$ cat src/rtl/cpu_pkg.sv
// Shared definitions for the accumulator CPU: opcode encodings, sequencer
// states and the opcode legality check used by the core.
package cpu_pkg;

  localparam logic [3:0] OP_NOP = 4'b0000;
  localparam logic [3:0] OP_LDA = 4'b0001;
  localparam logic [3:0] OP_ADD = 4'b0010;
  localparam logic [3:0] OP_SUB = 4'b0011;
  localparam logic [3:0] OP_STA = 4'b0100;
  localparam logic [3:0] OP_LDI = 4'b0101;
  localparam logic [3:0] OP_JMP = 4'b0110;
  localparam logic [3:0] OP_JC  = 4'b0111;
  localparam logic [3:0] OP_JZ  = 4'b1000;
  localparam logic [3:0] OP_OUT = 4'b1110;
  localparam logic [3:0] OP_HLT = 4'b1111;

  typedef enum logic [2:0] {
    ST_FETCH  = 3'd0,
    ST_DECODE = 3'd1,
    ST_EXEC   = 3'd2,
    ST_MEM    = 3'd3,
    ST_OUTW   = 3'd4,
    ST_HALT   = 3'd5
  } state_e;

  function automatic logic opcode_legal(input logic [3:0] op);
    logic legal;
    case (op)
      OP_NOP, OP_LDA, OP_ADD, OP_SUB, OP_STA, OP_LDI,
      OP_JMP, OP_JC, OP_JZ, OP_OUT, OP_HLT: legal = 1'b1;
      default:                              legal = 1'b0;
    endcase
    return legal;
  endfunction

endpackage

$ cat src/rtl/cpu_core_param_if.sv
// Memory bus and output-port handshake between the CPU core (master) and
// its environment (slave).
interface cpu_core_param_if #(
  parameter int DATA_W = 8,
  parameter int ADDR_W = 4
);
  logic [ADDR_W-1:0] o_mem_addr;
  logic              o_mem_re;
  logic              o_mem_we;
  logic [DATA_W-1:0] o_mem_wdata;
  logic [DATA_W-1:0] i_mem_rdata;
  logic [DATA_W-1:0] o_out;
  logic              o_out_valid;
  logic              i_out_ready;

  modport master (
    output o_mem_addr, o_mem_re, o_mem_we, o_mem_wdata, o_out, o_out_valid,
    input  i_mem_rdata, i_out_ready
  );

  modport slave (
    input  o_mem_addr, o_mem_re, o_mem_we, o_mem_wdata, o_out, o_out_valid,
    output i_mem_rdata, i_out_ready
  );
endinterface

$ cat src/rtl/cpu_alu_flags.sv
// Combinational add/subtract with carry (no-borrow on subtract) and zero.
// The core registers the results.
module cpu_alu_flags #(
  parameter int DATA_W = 8
) (
  input  logic [DATA_W-1:0] a,
  input  logic [DATA_W-1:0] b,
  input  logic              sub,
  output logic [DATA_W-1:0] result,
  output logic              carry,
  output logic              zero
);
  logic [DATA_W:0]   sum_s;
  logic [DATA_W-1:0] b_s;

  // Subtract as a + ~b + 1 so the carry-out is the no-borrow flag.
  always_comb begin
    b_s    = sub ? ~b : b;
    sum_s  = {1'b0, a} + {1'b0, b_s} + {{DATA_W{1'b0}}, sub};
    result = sum_s[DATA_W-1:0];
    carry  = sum_s[DATA_W];
    zero   = (sum_s[DATA_W-1:0] == {DATA_W{1'b0}});
  end
endmodule

$ cat src/rtl/cpu_core_param.sv
// Parametrised accumulator CPU: fetch/decode/execute sequencer talking to an
// external 1-cycle-latency memory, with handshaked output and single-step.
module cpu_core_param
  import cpu_pkg::*;
#(
  parameter int DATA_W   = 8,
  parameter int ADDR_W   = 4,
  parameter int RESET_PC = 0
) (
  input  logic              i_clk,
  input  logic              i_rst,
  cpu_core_param_if.master  bus,
  input  logic              i_step_en,
  input  logic              i_step,
  output logic              o_halted,
  output logic              o_illegal,
  output logic [ADDR_W-1:0] o_pc,
  output logic              o_flag_c,
  output logic              o_flag_z
);
  localparam logic [ADDR_W-1:0] PC_INIT = ADDR_W'(RESET_PC);

  state_e            state_r;
  logic [ADDR_W-1:0] pc_r;
  logic [DATA_W-1:0] a_r;
  logic [DATA_W-1:0] b_r;
  logic [DATA_W-1:0] ir_r;
  logic              c_r;
  logic              z_r;
  logic [DATA_W-1:0] out_r;
  logic              out_valid_r;
  logic              halted_r;

  logic [3:0]        opcode_s;
  logic [ADDR_W-1:0] operand_s;
  logic              fetch_go_s;
  logic              sub_s;
  logic [DATA_W-1:0] alu_res_s;
  logic              alu_c_s;
  logic              alu_z_s;
  logic [ADDR_W-1:0] mem_addr_s;
  logic              mem_re_s;
  logic              mem_we_s;
  logic              illegal_s;
  logic              unused_s;

  assign opcode_s   = ir_r[DATA_W-1 -: 4];
  assign operand_s  = ir_r[ADDR_W-1:0];
  assign fetch_go_s = (state_r == ST_FETCH) && (!i_step_en || i_step);
  assign sub_s      = (opcode_s == OP_SUB);
  // B is architectural state only; the middle IR bits carry no meaning.
  assign unused_s   = ^{b_r, ir_r};

  cpu_alu_flags #(.DATA_W(DATA_W)) u_alu (
    .a      (a_r),
    .b      (bus.i_mem_rdata),
    .sub    (sub_s),
    .result (alu_res_s),
    .carry  (alu_c_s),
    .zero   (alu_z_s)
  );

  // Memory strobes follow the current state; reset forces them low at once.
  always_comb begin
    mem_addr_s = '0;
    mem_re_s   = 1'b0;
    mem_we_s   = 1'b0;
    if (!i_rst) begin
      mem_re_s = 1'b0;
    end else begin
      case (state_r)
        ST_FETCH: begin
          if (fetch_go_s) begin
            mem_addr_s = pc_r;
            mem_re_s   = 1'b1;
          end else begin
            mem_re_s   = 1'b0;
          end
        end
        ST_EXEC: begin
          case (opcode_s)
            OP_LDA, OP_ADD, OP_SUB: begin
              mem_addr_s = operand_s;
              mem_re_s   = 1'b1;
            end
            OP_STA: begin
              mem_addr_s = operand_s;
              mem_we_s   = 1'b1;
            end
            default: mem_re_s = 1'b0;
          endcase
        end
        default: mem_re_s = 1'b0;
      endcase
    end
  end

  assign illegal_s = i_rst && (state_r == ST_EXEC) && !opcode_legal(opcode_s);

  // Instruction sequencer and architectural registers.
  always_ff @(posedge i_clk or negedge i_rst) begin
    if (!i_rst) begin
      state_r     <= ST_FETCH;
      pc_r        <= PC_INIT;
      a_r         <= '0;
      b_r         <= '0;
      ir_r        <= '0;
      c_r         <= 1'b0;
      z_r         <= 1'b0;
      out_r       <= '0;
      out_valid_r <= 1'b0;
      halted_r    <= 1'b0;
    end else begin
      case (state_r)
        ST_FETCH: begin
          if (fetch_go_s) state_r <= ST_DECODE;
          else            state_r <= ST_FETCH;
        end
        ST_DECODE: begin
          ir_r    <= bus.i_mem_rdata;
          pc_r    <= pc_r + ADDR_W'(1);
          state_r <= ST_EXEC;
        end
        ST_EXEC: begin
          state_r <= ST_FETCH;
          case (opcode_s)
            OP_LDI: a_r <= {{(DATA_W-ADDR_W){1'b0}}, operand_s};
            OP_JMP: pc_r <= operand_s;
            OP_JC: begin
              if (c_r) pc_r <= operand_s;
              else     pc_r <= pc_r;
            end
            OP_JZ: begin
              if (z_r) pc_r <= operand_s;
              else     pc_r <= pc_r;
            end
            OP_LDA, OP_ADD, OP_SUB: state_r <= ST_MEM;
            OP_OUT: begin
              out_r       <= a_r;
              out_valid_r <= 1'b1;
              state_r     <= ST_OUTW;
            end
            OP_HLT: begin
              halted_r <= 1'b1;
              state_r  <= ST_HALT;
            end
            default: state_r <= ST_FETCH;
          endcase
        end
        ST_MEM: begin
          b_r     <= bus.i_mem_rdata;
          state_r <= ST_FETCH;
          case (opcode_s)
            OP_LDA: a_r <= bus.i_mem_rdata;
            OP_ADD, OP_SUB: begin
              a_r <= alu_res_s;
              c_r <= alu_c_s;
              z_r <= alu_z_s;
            end
            default: a_r <= a_r;
          endcase
        end
        ST_OUTW: begin
          if (bus.i_out_ready) begin
            out_valid_r <= 1'b0;
            state_r     <= ST_FETCH;
          end else begin
            state_r     <= ST_OUTW;
          end
        end
        ST_HALT: state_r <= ST_HALT;
        default: state_r <= ST_FETCH;
      endcase
    end
  end

  assign bus.o_mem_addr  = mem_addr_s;
  assign bus.o_mem_re    = mem_re_s;
  assign bus.o_mem_we    = mem_we_s;
  assign bus.o_mem_wdata = a_r;
  assign bus.o_out       = out_r;
  assign bus.o_out_valid = out_valid_r;

  assign o_halted  = halted_r;
  assign o_illegal = illegal_s;
  assign o_pc      = pc_r;
  assign o_flag_c  = c_r;
  assign o_flag_z  = z_r;

endmodule

$ cat src/flat_wrapper.sv
// flat-port wrapper written by rule: the top's interface ports become plain ports
module cpu_core_param_flat import cpu_pkg::*;
#(
  parameter int DATA_W   = 8,
  parameter int ADDR_W   = 4,
  parameter int RESET_PC = 0
)
  (i_clk, i_rst, i_step_en, i_step, o_halted, o_illegal, o_pc, o_flag_c, o_flag_z, bus_o_mem_addr, bus_o_mem_re, bus_o_mem_we, bus_o_mem_wdata, bus_o_out, bus_o_out_valid, bus_i_mem_rdata, bus_i_out_ready);
  cpu_core_param_if #(.DATA_W(DATA_W), .ADDR_W(ADDR_W)) bus_i ();
  input  logic i_clk;
  input  logic i_rst;
  input  logic i_step_en;
  input  logic i_step;
  output logic o_halted;
  output logic o_illegal;
  output logic [ADDR_W-1:0] o_pc;
  output logic o_flag_c;
  output logic o_flag_z;
  output wire logic [$bits(bus_i.o_mem_addr)-1:0] bus_o_mem_addr;
  output wire logic [$bits(bus_i.o_mem_re)-1:0] bus_o_mem_re;
  output wire logic [$bits(bus_i.o_mem_we)-1:0] bus_o_mem_we;
  output wire logic [$bits(bus_i.o_mem_wdata)-1:0] bus_o_mem_wdata;
  output wire logic [$bits(bus_i.o_out)-1:0] bus_o_out;
  output wire logic [$bits(bus_i.o_out_valid)-1:0] bus_o_out_valid;
  input wire logic [$bits(bus_i.i_mem_rdata)-1:0] bus_i_mem_rdata;
  input wire logic [$bits(bus_i.i_out_ready)-1:0] bus_i_out_ready;
  assign bus_o_mem_addr = bus_i.o_mem_addr;
  assign bus_o_mem_re = bus_i.o_mem_re;
  assign bus_o_mem_we = bus_i.o_mem_we;
  assign bus_o_mem_wdata = bus_i.o_mem_wdata;
  assign bus_o_out = bus_i.o_out;
  assign bus_o_out_valid = bus_i.o_out_valid;
  assign bus_i.i_mem_rdata = bus_i_mem_rdata;
  assign bus_i.i_out_ready = bus_i_out_ready;
  cpu_core_param #(.DATA_W(DATA_W), .ADDR_W(ADDR_W), .RESET_PC(RESET_PC)) u_core (.i_clk(i_clk), .i_rst(i_rst), .bus(bus_i), .i_step_en(i_step_en), .i_step(i_step), .o_halted(o_halted), .o_illegal(o_illegal), .o_pc(o_pc), .o_flag_c(o_flag_c), .o_flag_z(o_flag_z));
endmodule
$ cat config.mk
export PLATFORM = sky130hd
export DESIGN_NAME = cpu_core_param_flat
export DESIGN_NICKNAME = d
export VERILOG_FILES = /design/src/rtl/cpu_pkg.sv /design/src/rtl/cpu_core_param_if.sv /design/src/rtl/cpu_alu_flags.sv /design/src/rtl/cpu_core_param.sv /design/src/flat_wrapper.sv
export SDC_FILE = /design/constraint.sdc
export NUM_CORES = 1
export LEC_CHECK = 0
export ABC_AREA = 1
export CAP_MARGIN = 30
export CORE_UTILIZATION = 54
export CTS_BUF_LIST = sky130_fd_sc_hd__clkbuf_8
export DETAILED_ROUTE_END_ITERATION = 8
export PLACE_DENSITY = 0.82
export SYNTH_ARGS = -nofsm -noshare
export SYNTH_HDL_FRONTEND = slang
export SYNTH_SLANG_ARGS = --single-unit
export TNS_END_PERCENT = 1
$ cat constraint.sdc
create_clock -name i_clk -period 2.6 [get_ports i_clk]
set_input_delay 0.26 -clock i_clk [delete_from_list [all_inputs] [get_ports i_clk]]
set_output_delay 0.26 -clock i_clk [all_outputs]
set_load 0.05 [all_outputs]
After elaboration in Yosys (flattened, before gate mapping) --
Memory sizes are Yosys's and may differ from the RTL's. Cells that the tools add are included.
Storage, ports and cells: memories 1, logic and storage cells 82, bits in read-only memories 16, register bits after elaboration 35, input port bits 13
Cells by class: eq/ne operators 22, add/subtract/negate cells 3, bitwise logic cells 1, multiplexer cells 26, reduce and logical (&&, ||, !) cells 20
Memory list:
- (no name shown) | words 16, width 1, rd ports 1, clocked after Yosys merged registers in 0, wr ports 0, line cpu_pkg.sv:28 | case (op)
Operators with widths (count):
- case mux 8 bit (2 select lines) | 2
- 2-to-1 mux 4 bit | 5
- == test 4 x 3 -> 1 bit (second input constant) | 4
- 2-to-1 mux 8 bit | 2
- case mux 4 bit (2 select lines) | 2
- case mux 3 bit (5 select lines) | 1
- == test 4 bit (second input constant) | 3
- case mux 4 bit (3 select lines) | 1
- adder 8 x 8 -> 9 bit | 1
- adder 9 x 1 -> 9 bit | 1
- 2-to-1 mux 1 bit | 9
- case mux 3 bit (3 select lines) | 1
- == test 4 x 2 -> 1 bit (second input constant) | 2
- logical NOT 8 bit | 1
- NOT 8 bit | 1
- == test 3 x 2 -> 1 bit (second input constant) | 2
- == test 3 bit (second input constant) | 2
- inequality test 2 bit (second input constant) | 3
- inequality test 3 x 2 -> 1 bit (second input constant) | 2
- AND reduction 2 bit | 3
- AND reduction 3 bit | 2
- nonzero test 2 bit | 3
- adder 4 x 1 -> 4 bit (second input constant) | 1
- == test 4 x 1 -> 1 bit (second input constant) | 1
- other kinds (13) | 17

Longest topological paths before layout --
depth after elaboration 6, gate-level depth with buffers 16

Cells and area by module --
A second synthesis with hierarchy kept.
Unflattened totals: cell total of the unflattened synthesis 347, area, all modules 2451.1 um^2
By module, submodules not included:
- cpu_core_param | cells an instance 260, seq. area each 875.8 um^2, area each 1921.8 um^2, times used 1
- cpu_alu_flags | cells an instance 87, seq. area each 0.0 um^2, area each 529.3 um^2, times used 1

Worst setup path after synthesis --
No wires, ideal clock.
path kind reg-to-output, from reg u_core.ir_r[5], to out bus_o_mem_we, setup slack 0.041 ns, required time 2.340 ns, cell stages (with the launch flop) 4, arrival 2.299 ns, path buffers 0, cell sequence dfrtp_1 nor2_1 inv_1 nor4_1
Between the ends: longest elaborated chain between the ends 4
Ends and longest elaborated chain:
- start, declared | line cpu_core_param.sv:27 | logic [DATA_W-1:0] ir_r;
- start signal, assigned | line cpu_core_param.sv:120 | ir_r <= bus.i_mem_rdata;
- == test 4 x 3 -> 1 bit | line cpu_core_param.sv:81 | case (opcode_s)
- 2-to-1 mux 1 bit | line cpu_core_param.sv:81
- 2-to-1 mux 1 bit | line cpu_core_param.sv:71 | case (state_r)
- 2-to-1 mux 1 bit | line cpu_core_param.sv:68 | if (!i_rst) begin
- end, declared | line flat_wrapper.sv:21 | output wire logic [$bits(bus_i.o_mem_we)-1:0] bus_o_mem_we;
Every way passes these cells.

Worst setup path after layout --
from reg u_core.ir_r[6], to reg u_core.z_r (netlist: u_core.o_flag_z)
Between the ends: longest elaborated chain between the ends 5, elaborated cells on any way between the ends 8, classes of those cells 2 x add/sub; 2 x eq/ne; 1 x mux; 3 x reduce/logical
Ends and longest elaborated chain:
- == test 4 x 2 -> 1 bit | line cpu_core_param.sv:50, cpu_core_param.sv:153
- 2-to-1 mux 8 bit | line cpu_alu_flags.sv:18 | b_s = sub ? ~b : b;
- adder 8 x 8 -> 9 bit | line cpu_alu_flags.sv:19 | sum_s = {1'b0, a} + {1'b0, b_s} + {{DATA_W{1'b0}}, sub};
- adder 9 x 1 -> 9 bit | line cpu_alu_flags.sv:19
- logical NOT 8 bit | line cpu_alu_flags.sv:22 | zero = (sum_s[DATA_W-1:0] == {DATA_W{1'b0}});
- end signal, assigned | line cpu_core_param.sv:158 | z_r <= alu_z_s;
- end, declared | line cpu_core_param.sv:29 | logic z_r;
Parallel ways exist; a longest one is shown, timed or not. A chain may end at the register's enable or synchronous reset.

==> impl_metrics.sql <==
INSERT INTO impl_metrics (metric_group, metric, value, unit) VALUES
('outcome', 'run_status', 'completed', ''),
('power', 'net-switching-power', '261', 'uW'),
('grt', 'grt_overflow_total', '0', ''),
('worst_setup_path', 'cpMaxStageDelayCell', 'dfrtp_1', ''),
('run', 'max_cap_viol_count', '0', ''),
('sta', 'timing.final.crit_period', '2.43', 'ns'),
('power', 'power_density', '367', 'nW/um^2'),
('worst_setup_path', 'worst_path_largest_cell_delay', '0.47', 'ns'),
('die', 'coreArea', '4120', 'um^2'),
('synthesis', 'postSynthNetCount', '335', ''),
('clocking', 'clk_root_buffer_cell', 'clkbuf_8', ''),
('clocking', 'clk_path_buf_depth', '2', ''),
('power', 'cellLeakagePower', '1.50', 'nW'),
('hold_path', 'hp-class', 'input port to asynchronous set/reset pin', ''),
('worst_setup_path', 'crit_chain', 'nor2_4, nand2_4, xor2_1, inv_1, fa_1, inv_1, nand3_1, nand3_1, nand2_1, nor2_1, nand3_1, nor2_1, nand3_1, nand2_1', ''),
('placement', 'place.detailed.hpwl', '4300', 'um'),
('clocking', 'htreeDepth', '2', ''),
('die', 'placement_rows', '23', ''),
('finish', 'fillCellCount', '339', ''),
('synthesis', 'ys_top_cells_by_area', 'dfrtp_1, nand2_1, inv_1, ha_1, nand3_1', ''),
('grt', 'groute.usage.overall', '27.1', '%'),
('placement', 'placement.io_buffers', '43', ''),
('synthesis', 'yosys_most_used_dff', 'dfrtp_1', ''),
('finish', 'areaGrowthSynthToFinish', '23.9', '%'),
('route', 'dr.first_iter.drc_count', '162', ''),
('power', 'p_clk_share', '40.2', '%'),
('power', 'pwr-share-seq', '50.2', '%'),
('clocking', 'cts.repair_timing.setup_buffer_count', '0', ''),
('sta', 'hold_viol_final', '0', ''),
('clocking', 'resized_after_cts', '0', ''),
('synthesis', 'most_numerous_cell_types_in_the_synthesized_netlist', 'nand2_1, inv_1, dfrtp_1, nand3_1', ''),
('die', 'die_h', '68.5', 'um'),
('route', 'drt-pass1-iter-count', '4', ''),
('finish', 'antenna_cells', '0', ''),
('route', 'routed_wirelength', '5580', 'um'),
('sta', 'timing.max_slew.rel_slack', '52.2', '%'),
('finish', 'layout-drive-gt1-share', '13.4', '%'),
('route', 'route.vias.total', '2161', ''),
('synthesis', 'cell_accounting_for_the_most_synthesized_area', 'dfrtp_1', ''),
('synthesis', 'synth_area', '2390', 'um^2'),
('worst_setup_path', 'criticalPathCategory', 'flop to flop', ''),
('placement', 'placement_setup_slack', '0.247', 'ns'),
('synthesis', 'yosys.cell_count.top_type', 'nand2_1', ''),
('sta', 'fin_crit_sh', '93.4', '%'),
('clocking', 'clock_latency', '0.29', 'ns'),
('worst_setup_path', 'critPathArrivalTime', '2.66', 'ns'),
('synthesis', 'synth_seq_cells', '35', ''),
('synthesis', 'post_synth_inst_count', '311', ''),
('synthesis', 'synth_enable_flop_cells', '0', ''),
('die', 'initial_core_util', '58.0', '%'),
('synthesis', 'synth.lib_cells_used.distinct', '40', ''),
('worst_setup_path', 'crit_path_end_kind', 'flop', ''),
('synthesis', 'syn_area_per_cell', '7.67', 'um^2'),
('clocking', 'tritoncts', 'yes', ''),
('sta', 'achievable-frequency', '0.412', 'GHz'),
('die', 'pin_count', '44', ''),
('sta', 'final_max_slew_viol_count', '0', ''),
('synthesis', 'netlist.area_leader.share', '36.7', '%'),
('sta', 'finalClockSkew', '0.00697', 'ns'),
('synthesis', 'ys_async_sr_fraction', '100', '%'),
('worst_setup_path', 'critical_path.max_fanout', '9', ''),
('sta', 'grt_setup_unrepaired', 'false', ''),
('route', 'ant_nets', '0', ''),
('die', 'die_width', '68.5', 'um'),
('clocking', 'cts_hold_buffers', '0', ''),
('power', 'int_power', '824', 'uW'),
('worst_setup_path', 'timing.reg2reg.worst_path_depth', '14', ''),
('worst_setup_path', 'worst_path_dominant_cell_family', 'simple AND/OR/NAND/NOR gates', ''),
('synthesis', 'yosysSeqAreaShare', '36.7', '%'),
('worst_setup_path', 'critPathLaunch', 'u_core.ir_r[6]', ''),
('sta', 'timing.setup.tns', '0', 'ns');
==> registers in the layout (all words and copies together), names as in the netlist <==
register / count
u_core.bus.o_mem_wdata: 8
u_core.bus.o_out: 8
u_core.bus.o_out_valid: 1
u_core.ir_r: 8
u_core.o_flag_c: 1
u_core.o_flag_z: 1
u_core.o_halted: 1
u_core.o_pc: 4
u_core.state_r: 3
==> through the flow <==
stage	hold slack, ns	instance area, um^2	cells	utilization [%]
floorplan	-0.0356	2390	311	-
global placement	0.360	2850	401	69.4
detailed placement	0.380	2850	401	69.4
CTS	0.0677	2950	409	71.8
global route	0.0833	2960	409	71.8
finish	0.0551	2960	409	71.8
==> per-layer routing <==
| layer | vias to the layer above | global-route usage (%) | part of all wire (%) |
|---|---|---|---|
| met3 | 6 | 5.17 | 5.6 |
| met5 | - | 0 | 0 |
| li1 | 1102 | - | - |
| met2 | 68 | 45.5 | 48 |
| met4 | 0 | 8.59 | 1.1 |
| met1 | 985 | 34.8 | 45 |
==> cell families after synthesis <==
logic type	share of synthesized area (%)
AND/OR/NAND/NOR	27.9
buffers and inverters	9.70
AO/OA/AOI/OAI	13.5
flip-flops	36.7
adder cells (fa/ha/maj)	6.08
XOR/XNOR	3.30
multiplexers	2.83
==> worst register-to-register path, cell delays in order (launching register included) <==
cell and delay, ns:
dfrtp_1 0.47, nor2_4 0.20, nand2_4 0.15, xor2_1 0.21
inv_1 0.09, fa_1 0.43, inv_1 0.09, nand3_1 0.09
nand3_1 0.09, nand2_1 0.09, nor2_1 0.13, nand3_1 0.09
nor2_1 0.09, nand3_1 0.08, nand2_1 0.07
==> worst min-delay path by stage <==
stage                      from                   endpoint  slack, ns  cells after the start
after floorplan           i_rst  u_core.bus.o_mem_wdata[0]      -0.04                      0
final                     i_rst        u_core.bus.o_out[2]       0.06                      2
after global routing      i_rst        u_core.bus.o_out[2]       0.08                      2
after detailed placement  i_rst        u_core.bus.o_out[2]       0.38                      2
after global placement    i_rst        u_core.bus.o_out[0]       0.36                      2
after CTS                 i_rst        u_core.bus.o_out[2]       0.07                      2
==> layout make-up <==
type	instances	area, um^2	area share, %
multi-input combinational	221	1280	43.3
sequential	35	877	29.7
timing repair buffer	45	448	15.2
inverter	50	189	6.39
clock buffer	7	96.3	3.26
tap	50	62.6	2.12
clock inverter	1	3.75	0.127
==> power by group through the flow <==
stage	Combinational, mW	Sequential [mW]	Clock (mW)
after floorplan	0.0582	0.556	0
after global placement	0.102	0.555	0
after detailed placement	0.104	0.555	0
after CTS	0.105	0.544	0.444
after global routing	0.118	0.544	0.470
final	0.105	0.544	0.436
==> cell usage in the layout (no fill, tap or decap), drive strengths merged, types with 10 or more instances in the layout <==
cell type	synthesis	routed
nand2	90	90
o21ai	22	22
nand3	23	23
clkdlybuf4s50	0	35
buf	4	10
ha	10	10
inv	49	50
dfrtp	35	35
nor2	24	24
a21oi	11	11
Note: power is estimated with default switching activity, not from simulation.
